### src/rtl/text_buffer.sv
// Character buffer between the CPU write path and the text engine read path.
// It supports addressed and stream writes, runs multi-cycle clear and scroll engines, and has an always-live display read port.
module text_buffer #(
    parameter int                 COLS        = 16,
    parameter int                 ROWS        = 4,
    parameter int                 CHAR_W      = 8,
    parameter logic [CHAR_W-1:0]  FILL_CHAR   = '0,
    parameter bit                 AUTO_SCROLL = 1'b1,
    localparam int                DEPTH       = COLS * ROWS,
    localparam int                AW          = $clog2(DEPTH)
) (
    input  logic              clk,
    input  logic              rst_n,
    input  logic              wr_valid,
    output logic              wr_ready,
    input  logic              wr_mode,
    input  logic [AW-1:0]     wr_index,
    input  logic [CHAR_W-1:0] wr_char,
    input  logic              cmd_clear,
    input  logic              cmd_scroll,
    output logic              busy,
    output logic [AW-1:0]     cursor,
    input  logic [AW-1:0]     rd_addr,
    output logic [CHAR_W-1:0] rd_char
);

    localparam int RW = $clog2(ROWS);
    localparam int CW = $clog2(COLS);

    localparam logic [AW-1:0]     LAST_CELL  = AW'(DEPTH - 1);
    localparam logic [AW-1:0]     SCROLL_LIM = AW'(DEPTH - COLS);
    localparam logic [AW-1:0]     COLS_AW    = AW'(COLS);
    localparam logic [AW:0]       DEPTH_EXT  = (AW+1)'(DEPTH);
    localparam logic [RW-1:0]     LAST_ROW   = RW'(ROWS - 1);
    localparam logic [CW-1:0]     LAST_COL   = CW'(COLS - 1);
    localparam logic [CHAR_W-1:0] CH_CR      = CHAR_W'(8'h0D);
    localparam logic [CHAR_W-1:0] CH_LF      = CHAR_W'(8'h0A);

    typedef enum logic [1:0] {
        ST_IDLE,
        ST_CLEAR,
        ST_SCROLL
    } state_t;

    state_t            state_q, state_d;
    logic [AW-1:0]     cnt_q, cnt_d;
    logic [RW-1:0]     row_q, row_d;
    logic [CW-1:0]     col_q, col_d;
    logic [CHAR_W-1:0] rd_char_q;

    logic [CHAR_W-1:0] mem [DEPTH];

    logic              mem_we;
    logic [AW-1:0]     mem_waddr;
    logic [CHAR_W-1:0] mem_wdata;
    logic              overflow;
    logic [AW-1:0]     scroll_src;

    // The cursor is kept as row/column so row ends need no division.
    assign cursor     = AW'(row_q) * COLS_AW + AW'(col_q);
    assign wr_ready   = (state_q == ST_IDLE);
    assign busy       = !wr_ready;
    assign rd_char    = rd_char_q;
    assign scroll_src = cnt_q + COLS_AW;

    always_comb begin
        state_d   = state_q;
        cnt_d     = cnt_q;
        row_d     = row_q;
        col_d     = col_q;
        mem_we    = 1'b0;
        mem_waddr = cnt_q;
        mem_wdata = FILL_CHAR;
        overflow  = 1'b0;

        case (state_q)
            ST_CLEAR, ST_SCROLL: begin
                mem_we = 1'b1;
                if (state_q == ST_SCROLL && cnt_q < SCROLL_LIM) begin
                    mem_wdata = mem[scroll_src];
                end
                if (cnt_q == LAST_CELL) begin
                    state_d = ST_IDLE;
                    cnt_d   = '0;
                end else begin
                    cnt_d = cnt_q + AW'(1);
                end
            end
            default: begin
                if (cmd_clear) begin
                    state_d = ST_CLEAR;
                    cnt_d   = '0;
                    row_d   = '0;
                    col_d   = '0;
                end else if (cmd_scroll) begin
                    state_d = ST_SCROLL;
                    cnt_d   = '0;
                    if (row_q != '0) begin
                        row_d = row_q - RW'(1);
                    end
                end else if (wr_valid) begin
                    if (!wr_mode) begin
                        mem_we    = ({1'b0, wr_index} < DEPTH_EXT);
                        mem_waddr = wr_index;
                        mem_wdata = wr_char;
                    end else if (wr_char == CH_CR) begin
                        col_d = '0;
                    end else if (wr_char == CH_LF) begin
                        col_d = '0;
                        if (row_q == LAST_ROW) begin
                            overflow = 1'b1;
                        end else begin
                            row_d = row_q + RW'(1);
                        end
                    end else begin
                        mem_we    = 1'b1;
                        mem_waddr = cursor;
                        mem_wdata = wr_char;
                        if (col_q == LAST_COL) begin
                            col_d = '0;
                            if (row_q == LAST_ROW) begin
                                overflow = 1'b1;
                            end else begin
                                row_d = row_q + RW'(1);
                            end
                        end else begin
                            col_d = col_q + CW'(1);
                        end
                    end
                    // The character that overflowed is stored above, before the scroll begins.
                    if (overflow) begin
                        col_d = '0;
                        if (AUTO_SCROLL) begin
                            row_d   = LAST_ROW;
                            state_d = ST_SCROLL;
                            cnt_d   = '0;
                        end else begin
                            row_d = '0;
                        end
                    end
                end
            end
        endcase
    end

    always_ff @(posedge clk or negedge rst_n) begin
        if (!rst_n) begin
            state_q <= ST_CLEAR;
            cnt_q   <= '0;
            row_q   <= '0;
            col_q   <= '0;
        end else begin
            state_q <= state_d;
            cnt_q   <= cnt_d;
            row_q   <= row_d;
            col_q   <= col_d;
        end
    end

    always_ff @(posedge clk) begin
        if (mem_we) begin
            mem[mem_waddr] <= mem_wdata;
        end
    end

    always_ff @(posedge clk or negedge rst_n) begin
        if (!rst_n) begin
            rd_char_q <= '0;
        end else if ({1'b0, rd_addr} < DEPTH_EXT) begin
            rd_char_q <= mem[rd_addr];
        end else begin
            rd_char_q <= '0;
        end
    end

endmodule

### config.mk
export PLATFORM = sky130hd
export DESIGN_NAME = text_buffer
export DESIGN_NICKNAME = d
export VERILOG_FILES = /design/src/rtl/text_buffer.sv
export SDC_FILE = /design/constraint.sdc
export NUM_CORES = 1
export LEC_CHECK = 0
export CORE_ASPECT_RATIO = 0.7
export CORE_MARGIN = 8
export CORE_UTILIZATION = 45
export CTS_CLUSTER_DIAMETER = 40
export DETAILED_ROUTE_END_ITERATION = 8
export DONT_BUFFER_PORTS = 1
export RECOVER_POWER = 100
export SLEW_MARGIN = 20
export SYNTH_ARGS = -nofsm -noshare
export SYNTH_HDL_FRONTEND = slang
export SYNTH_SLANG_ARGS = --single-unit
### constraint.sdc
create_clock -name clk -period 19.6 [get_ports clk]
set_clock_uncertainty 0.2 [all_clocks]
set_input_delay 4.9 -clock clk [delete_from_list [all_inputs] [get_ports clk]]
set_output_delay 4.9 -clock clk [all_outputs]
set_load 0.03 [all_outputs]
==> results_dict.tcl, run 1 <==
set metrics [dict create \
    worst_pin_slew_ns 3.96 \
    ys_ff_latch 534 \
    reg2reg_to "mem[49][5]" \
    worstPathArrival_ns 12.41 \
    p_int_mw 2.36 \
    cts.sinks 534 \
    detail_route.wl_per_cell_um 35.1 \
    port_buffers 0 \
    synth_area_leaders "edfxtp_1 61%, mux4_2 22%, dfrtp_1 2.1%, mux2i_1 1.3%, o22ai_1 1.3%" \
    r2r-start "cnt_q[0]" \
    pwr-share-seq 0.413 \
    worstPathRequired_ns 19.60 \
    period_share 0.633 \
    clockBufferDepth 3 \
    violations "capacitance limit, slew limit" \
    cp-start-kind "register" \
    holdWs_ns 0.374 \
    htreeDepth 2 \
    fin_tns_setup_ns 0 \
    cp_common_cell "clkbuf_1" \
    async_flop_share 0.0412 \
    grt_use_total 0.237 \
    drive_gt1_frac 0.261 \
    netlist.area_leader.share 0.607 \
    cts_root_buf "clkbuf_16" \
    grt_pass1_wl_um 111000 \
    path_buf_inv 3 \
    critical_path_class "reg2reg" \
    cp-end-kind "register" \
    cp_max_fo 43 \
    grt_max_degree 129 \
    rows 72 \
    netlist_area_mm2 0.0253 \
    drc 0 \
    netSwitchingFraction 0.336 \
    pre_cts_ws_ns 10.91 \
    min_period_ns 12.41 \
    status "complete, but fails checks" \
    ff2ff_path_depth 7 \
    netlist_instances 1411 \
    p_leak_nw 8.59 \
    first_global_vias 14900 \
    r2r_slack_ns 7.19 \
    grt_antenna_before_repair 0 \
    critPathSlowestCell "o311ai_0" \
    gp_congestion 0.971 \
    drt_wl_total_um 77200 \
    whs_endpoint "state_q[0]" \
    fmax_mhz 80.6 \
    die-width_um 300 \
    die_h_um 215 \
    drtPass1Iterations 5 \
    core_mm2 0.0554 \
    dieArea_mm2 0.0643 \
    dr.first_iter.drc_count 2166 \
    worst_slew_margin_rel -1.67 \
    vias 15400 \
    ir_drop_mv 0.0644 \
    cts_tree "done" \
    setup_viol 0 \
    synth_edf_count 512 \
    vias_per_cell 7.00 \
    ios 42 \
    clkSlewWorstSetupHoldPaths_ns 0.07 \
    cts_made_buffers 57 \
    yosys.area.top_type "edfxtp_1" \
    p_sw_mw 1.19 \
    cap_violations 29 \
    cts_resized 0 \
    clk_latency_ns 0.65 \
    pwr_density_cell_mw_per_mm2 127 \
    hold_buffers 0 \
    hold_path_class "reg2reg" \
    critical_path.cell_chain "clkbuf_1, clkbuf_1, mux4_2, a22o_1, nor4_1, o311ai_0, clkbuf_1" \
    ys_seq_area_frac 0.629 \
    hold_viol 0 \
    dp_hpwl_um 51000 \
    pwr-share-comb 0.280 \
    ys_types 68 \
    syn_avg_cell_area_um2 18.0 \
    post_cts_buffers 0 \
    worstHoldStart "state_q[0]" \
    rsz0062_at_grt "no" \
    nNetsFinal 1442 \
    start_util 0.457 \
    critical_path.max_stage_delay_ns 3.04 \
    grt_overflow_total 0 \
    worst_slack_ns 7.19 \
    hold_depth 2 \
    ys_warn_count 0 \
    synth_nets 1444 \
    clkPwrFrac 0.307 \
    synthToLayoutAreaGrowth_pct 10.2 \
    ant_nets 0 \
    final_max_slew_viol_count 657 \
    critPathTopFamily "buffers and inverters" \
    synth_ff_type "edfxtp_1" \
]
-- cell usage after synthesis (all sizes together), types with 3 or more instances --
library cell and count:
edfxtp 512, mux4 246, buf 60, nor3 58, clkbuf 57, o22ai 54, nand2 52, a22oi 39
a21oi 38, mux2i 34, nor4 27, o21ai 23, dfrtp 21, inv 15, nand3 15, nor2 15
a31oi 14, o221ai 8, a22o 7, ha 7, nor2b 7, a211oi 6, mux2 6, o211ai 6
o41ai 6, and2 5, nand2b 5, o22a 5, a31o 4, and3 4, nand3b 4, o2111ai 4
o311ai 4, o32a 3, or3b 3
-- cell families after synthesis --
| group | share of synthesized area |
|---|---|
| DFF | 0.629 |
| adders and majority gates | 0.00346 |
| muxes | 0.235 |
| and+or+nand+nor | 0.0438 |
| buffers and inverters | 0.0233 |
| xor gates and xnor gates | 0.00104 |
| AOI/OAI and AO/OA | 0.0649 |
-- registers in the layout (all words and copies together) (netlist names) --
| name | flops |
|---|---|
| cnt_q | 6 |
| col_q | 4 |
| mem | 512 |
| rd_char | 8 |
| row_q | 2 |
| state_q | 2 |
-- routing by layer --
layer | track usage | vias up | part of all wire
met1 | 0.365 | 8038 | 0.41
li1 | - | 6117 | -
met4 | 0.0516 | 2 | 0.020
met3 | 0.110 | 105 | 0.17
met2 | 0.299 | 1130 | 0.40
met5 | 0 | - | 0.00075
-- worst reg2reg max path, stage by stage (launching register included) --
cell	delay [ns]
dfrtp_1	1.22
clkbuf_1	2.53
clkbuf_1	2.68
mux4_2	0.64
a22o_1	0.26
nor4_1	0.14
o311ai_0	3.04
clkbuf_1	1.22
-- layout by cell type, fill, tap and decap left out, types with 15 or more instances in the layout --
master | netlist | routed
clkbuf_16 | 0 | 57
o21ai_0 | 23 | 23
a21oi_1 | 37 | 35
mux4_2 | 246 | 246
dfrtp_1 | 21 | 19
buf_4 | 3 | 16
o22ai_1 | 54 | 54
inv_1 | 15 | 15
nand2_1 | 52 | 52
nor2_1 | 15 | 15
clkbuf_1 | 57 | 46
nor4_1 | 27 | 27
edfxtp_1 | 512 | 512
nor3_1 | 55 | 56
nand3_1 | 15 | 15
mux2i_1 | 34 | 34
a22oi_1 | 39 | 39
-- final cells by class --
cell class                      instances  area, um^2
Inverter                               16        60.1
Antenna cell                            1        2.50
Sequential cell                       534       15900
Multi-Input combinational cell        744        8830
Tap cell                              740         926
Fill cell                            4522       27500
Clock buffer                           64        1460
Timing Repair Buffer                   56         270
Clock inverter                         44         440
-- power by group through the flow --
stage / Clock [mW] / Combinational [mW] / Sequential, mW
4_1_cts: 1.10 / 0.988 / 1.46
6_report: 1.09 / 0.995 / 1.47
3_3_place_gp: 0 / 0.976 / 1.48
2_1_floorplan: 0 / 0.653 / 1.46
3_5_place_dp: 0 / 0.985 / 1.48
5_1_grt: 1.15 / 1.04 / 1.48
-- worst max-delay path by stage --
stage	end	cells after the start	slack, ns	from
detailed placement	mem[48][4]	5	10.91	wr_char[4]
global placement	mem[48][7]	5	11.06	wr_char[4]
floorplan	mem[0][4]	6	11.26	cmd_clear
global route	mem[40][5]	7	5.99	cnt_q[0]
CTS	mem[51][4]	5	11.56	wr_char[2]
finish	mem[49][5]	7	7.19	cnt_q[0]
-- through the flow --
step	util	instance area (um^2)	power [mW]	instances
floorplan	-	25300	2.11	1411
global placement	0.475	26300	2.46	2090
detailed placement	0.475	26300	2.47	2090
CTS	0.510	28200	3.55	2198
global route	0.504	27900	3.66	2198
finish	0.504	27900	3.56	2199
(Power assumes the default switching activity.)
==> run 2: changes to the inputs <==
clock period = 12.55 ns   (was 19.6 ns; I/O delays follow)
==> run 2 against run 1 <==
  * The flow still finishes with violations (capacitance limit, slew limit)
  * Clock power increased by 71%
  * Cell count is 0.41% higher
  * Die area unchanged
==> results_dict.tcl, run 2 (synthesis gave the netlist of run 1 again) <==
set metrics [dict create \
    critPathTopFamily "buffers and inverters" \
    grt_overflow_total 0 \
    whs_endpoint "state_q[0]" \
    p_leak_nw 8.72 \
    pwr_density_cell_mw_per_mm2 202 \
    ff2ff_path_depth 7 \
    ios 42 \
    hold_path_class "reg2reg" \
    cts_root_buf "clkbuf_16" \
    largest_reg_flops 512 \
    status "complete, but fails checks" \
    r2r_slack_ns 3.96 \
    clkPwrFrac 0.325 \
    cts_made_buffers 67 \
    final_max_slew_viol_count 521 \
    period_share 0.685 \
    hold_viol 0 \
    drt_wl_total_um 77500 \
    ir_drop_mv 0.106 \
    cp_common_cell "clkbuf_1" \
    worst_slew_margin_rel -1.34 \
    grt_antenna_before_repair 3 \
    fmax_mhz 116 \
    drtPass1Iterations 6 \
    grt_use_total 0.239 \
    critPathSlowestCell "clkbuf_1" \
    worst_pin_slew_ns 3.51 \
    cap_violations 24 \
    critical_path.cell_chain "buf_4, clkbuf_1, mux4_2, a22o_1, nor4_1, o311ai_4, clkbuf_1" \
    hold_buffers 0 \
    critical_path_class "reg2reg" \
    worstHoldStart "state_q[0]" \
    grt_max_degree 129 \
    dp.cells 2090 \
    rows 72 \
    dieArea_mm2 0.0643 \
    critical_path.max_stage_delay_ns 2.52 \
    first_global_vias 14900 \
    clockBufferDepth 3 \
    drc 0 \
    violations "capacitance limit, slew limit" \
    netSwitchingFraction 0.334 \
    setup_viol 0 \
    path_buf_inv 3 \
    grt_pass1_wl_um 112000 \
    worstPathRequired_ns 12.42 \
    reg2reg_to "mem[48][5]" \
    dp_hpwl_um 51300 \
    vias 15300 \
    synthToLayoutAreaGrowth_pct 11.3 \
    die_h_um 215 \
    pwr-share-seq 0.402 \
    cp-end-kind "register" \
    ant_nets 0 \
    holdWs_ns 0.377 \
    cts.sinks 534 \
    clk_latency_ns 0.60 \
    pwr-share-comb 0.273 \
    rsz0062_at_grt "no" \
    worst_slack_ns 3.96 \
    clkSlewWorstSetupHoldPaths_ns 0.06 \
    dr.first_iter.drc_count 2191 \
    fin_tns_setup_ns 0 \
    start_util 0.457 \
    cts_tree "done" \
    min_period_ns 8.59 \
    largest_register "mem" \
    core_mm2 0.0554 \
    htreeDepth 3 \
    post_cts_buffers 0 \
    p_sw_mw 1.90 \
    n_antenna_cell 0 \
    drive_gt1_frac 0.275 \
    hold_depth 2 \
    pre_cts_ws_ns 5.63 \
    die-width_um 300 \
    nNetsFinal 1452 \
    r2r-start "cnt_q[0]" \
    cp-start-kind "register" \
    worstPathArrival_ns 8.47 \
    cp_max_fo 43 \
    vias_per_cell 6.93 \
    final_cell_mix "512 x edfxtp_1, 246 x mux4_2, 69 x clkbuf_16" \
    final_common_cell "edfxtp_1" \
    detail_route.wl_per_cell_um 35.1 \
    gp_congestion 0.971 \
    fin_cells 2208 \
    port_buffers 0 \
    p_int_mw 3.80 \
    cts_resized 0 \
    nFillCells 4512 \
]
run 2: cell count changes in the layout (fill, tap and decap cells not counted), moves of 2 or more:
cell / before / now
clkinv_2: 6 / 3
clkinv_4: 5 / 7
inv_6: 4 / 7
buf_4: 16 / 21
clkbuf_1: 46 / 42
clkinv_1: 12 / 7
clkinvlp_4: 7 / 9
clkbuf_16: 57 / 69
inv_8: 2 / 5
bufinv_16: 5 / 2
run 2: tightest hold or removal path: stages (launching register included):
cell and delay, ns:
dfstp_2 0.36, inv_1 0.11, o21ai_0 0.10
run 2: metrics by stage:
| stage | area (um^2) | power, mW | util |
|---|---|---|---|
| global placement | 26300 | 3.84 | 0.475 |
| global route | 28200 | 5.88 | 0.509 |
| finish | 28200 | 5.70 | 0.509 |
| detailed placement | 26300 | 3.86 | 0.475 |
| floorplan | 25300 | 3.29 | - |
| CTS | 28500 | 5.71 | 0.514 |
run 2: worst max path at each step:
stage / start / endpoint / slack [ns] / depth (start not counted)
2_1_floorplan: state_q[0] / mem[0][4] / 5.25 / 7
3_3_place_gp: wr_char[4] / mem[48][7] / 5.77 / 5
3_5_place_dp: wr_char[2] / mem[51][5] / 5.63 / 5
4_1_cts: wr_char[4] / mem[40][6] / 6.23 / 5
5_1_grt: cnt_q[0] / mem[17][5] / 3.26 / 7
6_report: cnt_q[0] / mem[48][5] / 3.96 / 7
run 2: area by class of cell:
| cell class | instances | area, um^2 | share of cell area |
|---|---|---|---|
| sequential | 534 | 15900 | 0.565 |
| clock inverter | 42 | 393 | 0.0139 |
| timing repair buffer | 56 | 289 | 0.0102 |
| inverter | 16 | 60.1 | 0.00213 |
| clock buffer | 76 | 1750 | 0.0622 |
| multi-input combinational | 744 | 8850 | 0.314 |
| tap | 740 | 926 | 0.0328 |
run 2: per-layer routing:
layer / vias up / GRT usage / routed length [um]
met5: - / 0 / 41
met3: 109 / 0.114 / 12300
li1: 6122 / - / -
met4: 6 / 0.0516 / 1550
met1: 8013 / 0.365 / 33200
met2: 1051 / 0.303 / 30300
run 2: power by group through the flow:
| stage | Clock [mW] | Combinational [mW] | Sequential, mW |
|---|---|---|---|
| after detailed placement | 0 | 1.54 | 2.32 |
| final | 1.86 | 1.56 | 2.29 |
| after global placement | 0 | 1.52 | 2.32 |
| after floorplan | 0 | 1.02 | 2.27 |
| after global routing | 1.95 | 1.63 | 2.30 |
| after CTS | 1.89 | 1.54 | 2.28 |
==> run 3: changes to the inputs <==
clock period = 8.6 ns   (was 12.55 ns; I/O delays follow)
==> run 3 against run 2 <==
  * The flow still finishes with violations (capacitance limit, slew limit)
  * Critical path depth is 1 lower
  * Register-to-register slack worse by 1.6 ns
  * Die area stayed put
  * Critical path type is now in2reg
  * Critical endpoint is now mem[48][7]
  * First-iteration DRC count is 0.91% lower
  * Utilization is 0.11 points higher
  * Hold slack better by 0.0097 ns
  * Sequential share of layout area is 0.12 points lower
  * Flip-flop and latch count stayed put
  * Routed wire length is 1.1% lower
  * Worst setup slack worse by 1.6 ns
==> results_dict.tcl, run 3 (synthesis gave the netlist of run 1 again) <==
set metrics [dict create \
    largest_reg_flops 512 \
    vias 15400 \
    ir_drop_mv 0.193 \
    core_mm2 0.0554 \
    grt_use_total 0.237 \
    placed_cell_area_mm2 0.0263 \
    critPathTopFamily "simple AND/OR/NAND/NOR gates" \
    cts_made_buffers 66 \
    ant_nets 0 \
    ios 42 \
    worst_pin_slew_ns 2.29 \
    first_global_vias 14900 \
    worst_slew_margin_rel -0.528 \
    dr.first_iter.drc_count 2171 \
    htreeDepth 3 \
    vias_per_cell 6.97 \
    start_util 0.457 \
    synthToLayoutAreaGrowth_pct 11.6 \
    drive_gt1_frac 0.272 \
    grt_pass1_wl_um 111000 \
    rsz0062_at_grt "no" \
    post_cts_buffers 0 \
    violations "capacitance limit, slew limit" \
    dieArea_mm2 0.0643 \
    dp_hpwl_um 50700 \
    critical_path.cell_chain "nor3_1, o2111ai_1, and2_0, o32a_1, clkbuf_1, nor4_1" \
    clk_latency_ns 0.62 \
    p_leak_nw 8.76 \
    gp_congestion 0.918 \
    cap_violations 27 \
    cp_max_fo 16 \
    die-width_um 300 \
    detail_route.wl_per_cell_um 34.8 \
    path_buf_inv 1 \
    cts_resized 0 \
    critical_path.max_stage_delay_ns 1.63 \
    drc 0 \
    cp-start-kind "input pin" \
    final_common_cell "edfxtp_1" \
    worstPathRequired_ns 8.59 \
    n_antenna_cell 0 \
    critical_path_class "in2reg" \
    final_area_mm2 0.0283 \
    fmax_mhz 159 \
    cts_root_buf "clkbuf_16" \
    clkSlewWorstSetupHoldPaths_ns 0.05 \
    clockBufferDepth 3 \
    status "complete, but fails checks" \
    grt_antenna_before_repair 1 \
    rows 72 \
    period_share 0.731 \
    die_h_um 215 \
    hold_path_class "reg2reg" \
    cp-end-kind "register" \
    critPathSlowestCell "nor4_1" \
    drt_wl_total_um 76600 \
    hold_viol 0 \
    cts_tree "done" \
    setup_viol 0 \
    min_period_ns 6.29 \
    pwr_density_cell_mw_per_mm2 298 \
    grt_overflow_total 0 \
    largest_register "mem" \
    final_cell_mix "512 x edfxtp_1, 246 x mux4_2, 67 x clkbuf_16" \
    final_max_slew_viol_count 567 \
    fin_tns_setup_ns 0 \
    hold_buffers 0 \
    power_mw 8.42 \
    cts.sinks 534 \
    port_buffers 0 \
    drtPass1Iterations 6 \
    grt_max_degree 129 \
    nNetsFinal 1447 \
    worstPathArrival_ns 6.28 \
]
## run 3: changes by cell type in the layout (fill, tap and decap cells not counted), sizes merged
cell / delta
clkinv: -2
clkbuf: +1
inv: +4
bufinv: +5
buf: -7
clkinvlp: -6
## run 3: layer usage
layer / up-vias / wire (um) / GRT usage
li1: 6131 / - / -
met3: 104 / 12400 / 0.118
met1: 8034 / 31800 / 0.351
met2: 1079 / 30800 / 0.308
met5: - / 7 / 0
met4: 2 / 1600 / 0.0511
## run 3: area by class of cell
| cell class | instances | area, um^2 |
|---|---|---|
| clock inverter | 43 | 537 |
| sequential | 534 | 15900 |
| tap | 740 | 926 |
| timing repair buffer | 52 | 273 |
| fill | 4462 | 27100 |
| inverter | 16 | 60.1 |
| multi-input combinational | 744 | 8830 |
| clock buffer | 74 | 1700 |
## run 3: worst paths after layout
| kind | from | cells after the start | slack (ns) | end |
|---|---|---|---|---|
| worst max register to register | cnt_q[0] | 7 | 2.31 | mem[25][0] |
| worst min register to register | state_q[1] | 1 | 0.39 | state_q[1] |
| min in group asynchronous | rst_n | 0 | 1.03 | rd_char[1] |
| max in group asynchronous | rst_n | 0 | 6.99 | state_q[0] |
| worst min-delay path | state_q[1] | 1 | 0.39 | state_q[1] |
| worst max-delay path | wr_char[4] | 6 | 2.31 | mem[48][7] |
## run 3: report_power, final
part	switching (mW)	internal, mW
registers	0.161	3.18
clock network	1.17	1.68
logic	1.44	0.790
## run 3: stage by stage
| stage | worst slack (ns) | util | hold WS, ns | instances |
|---|---|---|---|---|
| after detailed placement | 2.70 | 0.475 | 0.375 | 2086 |
| after global placement | 2.90 | 0.475 | 0.362 | 2086 |
| after floorplan | 1.30 | - | 0.326 | 1411 |
| final | 2.31 | 0.510 | 0.387 | 2203 |
| after CTS | 3.35 | 0.515 | 0.387 | 2203 |
| after global routing | 1.89 | 0.510 | 0.415 | 2203 |
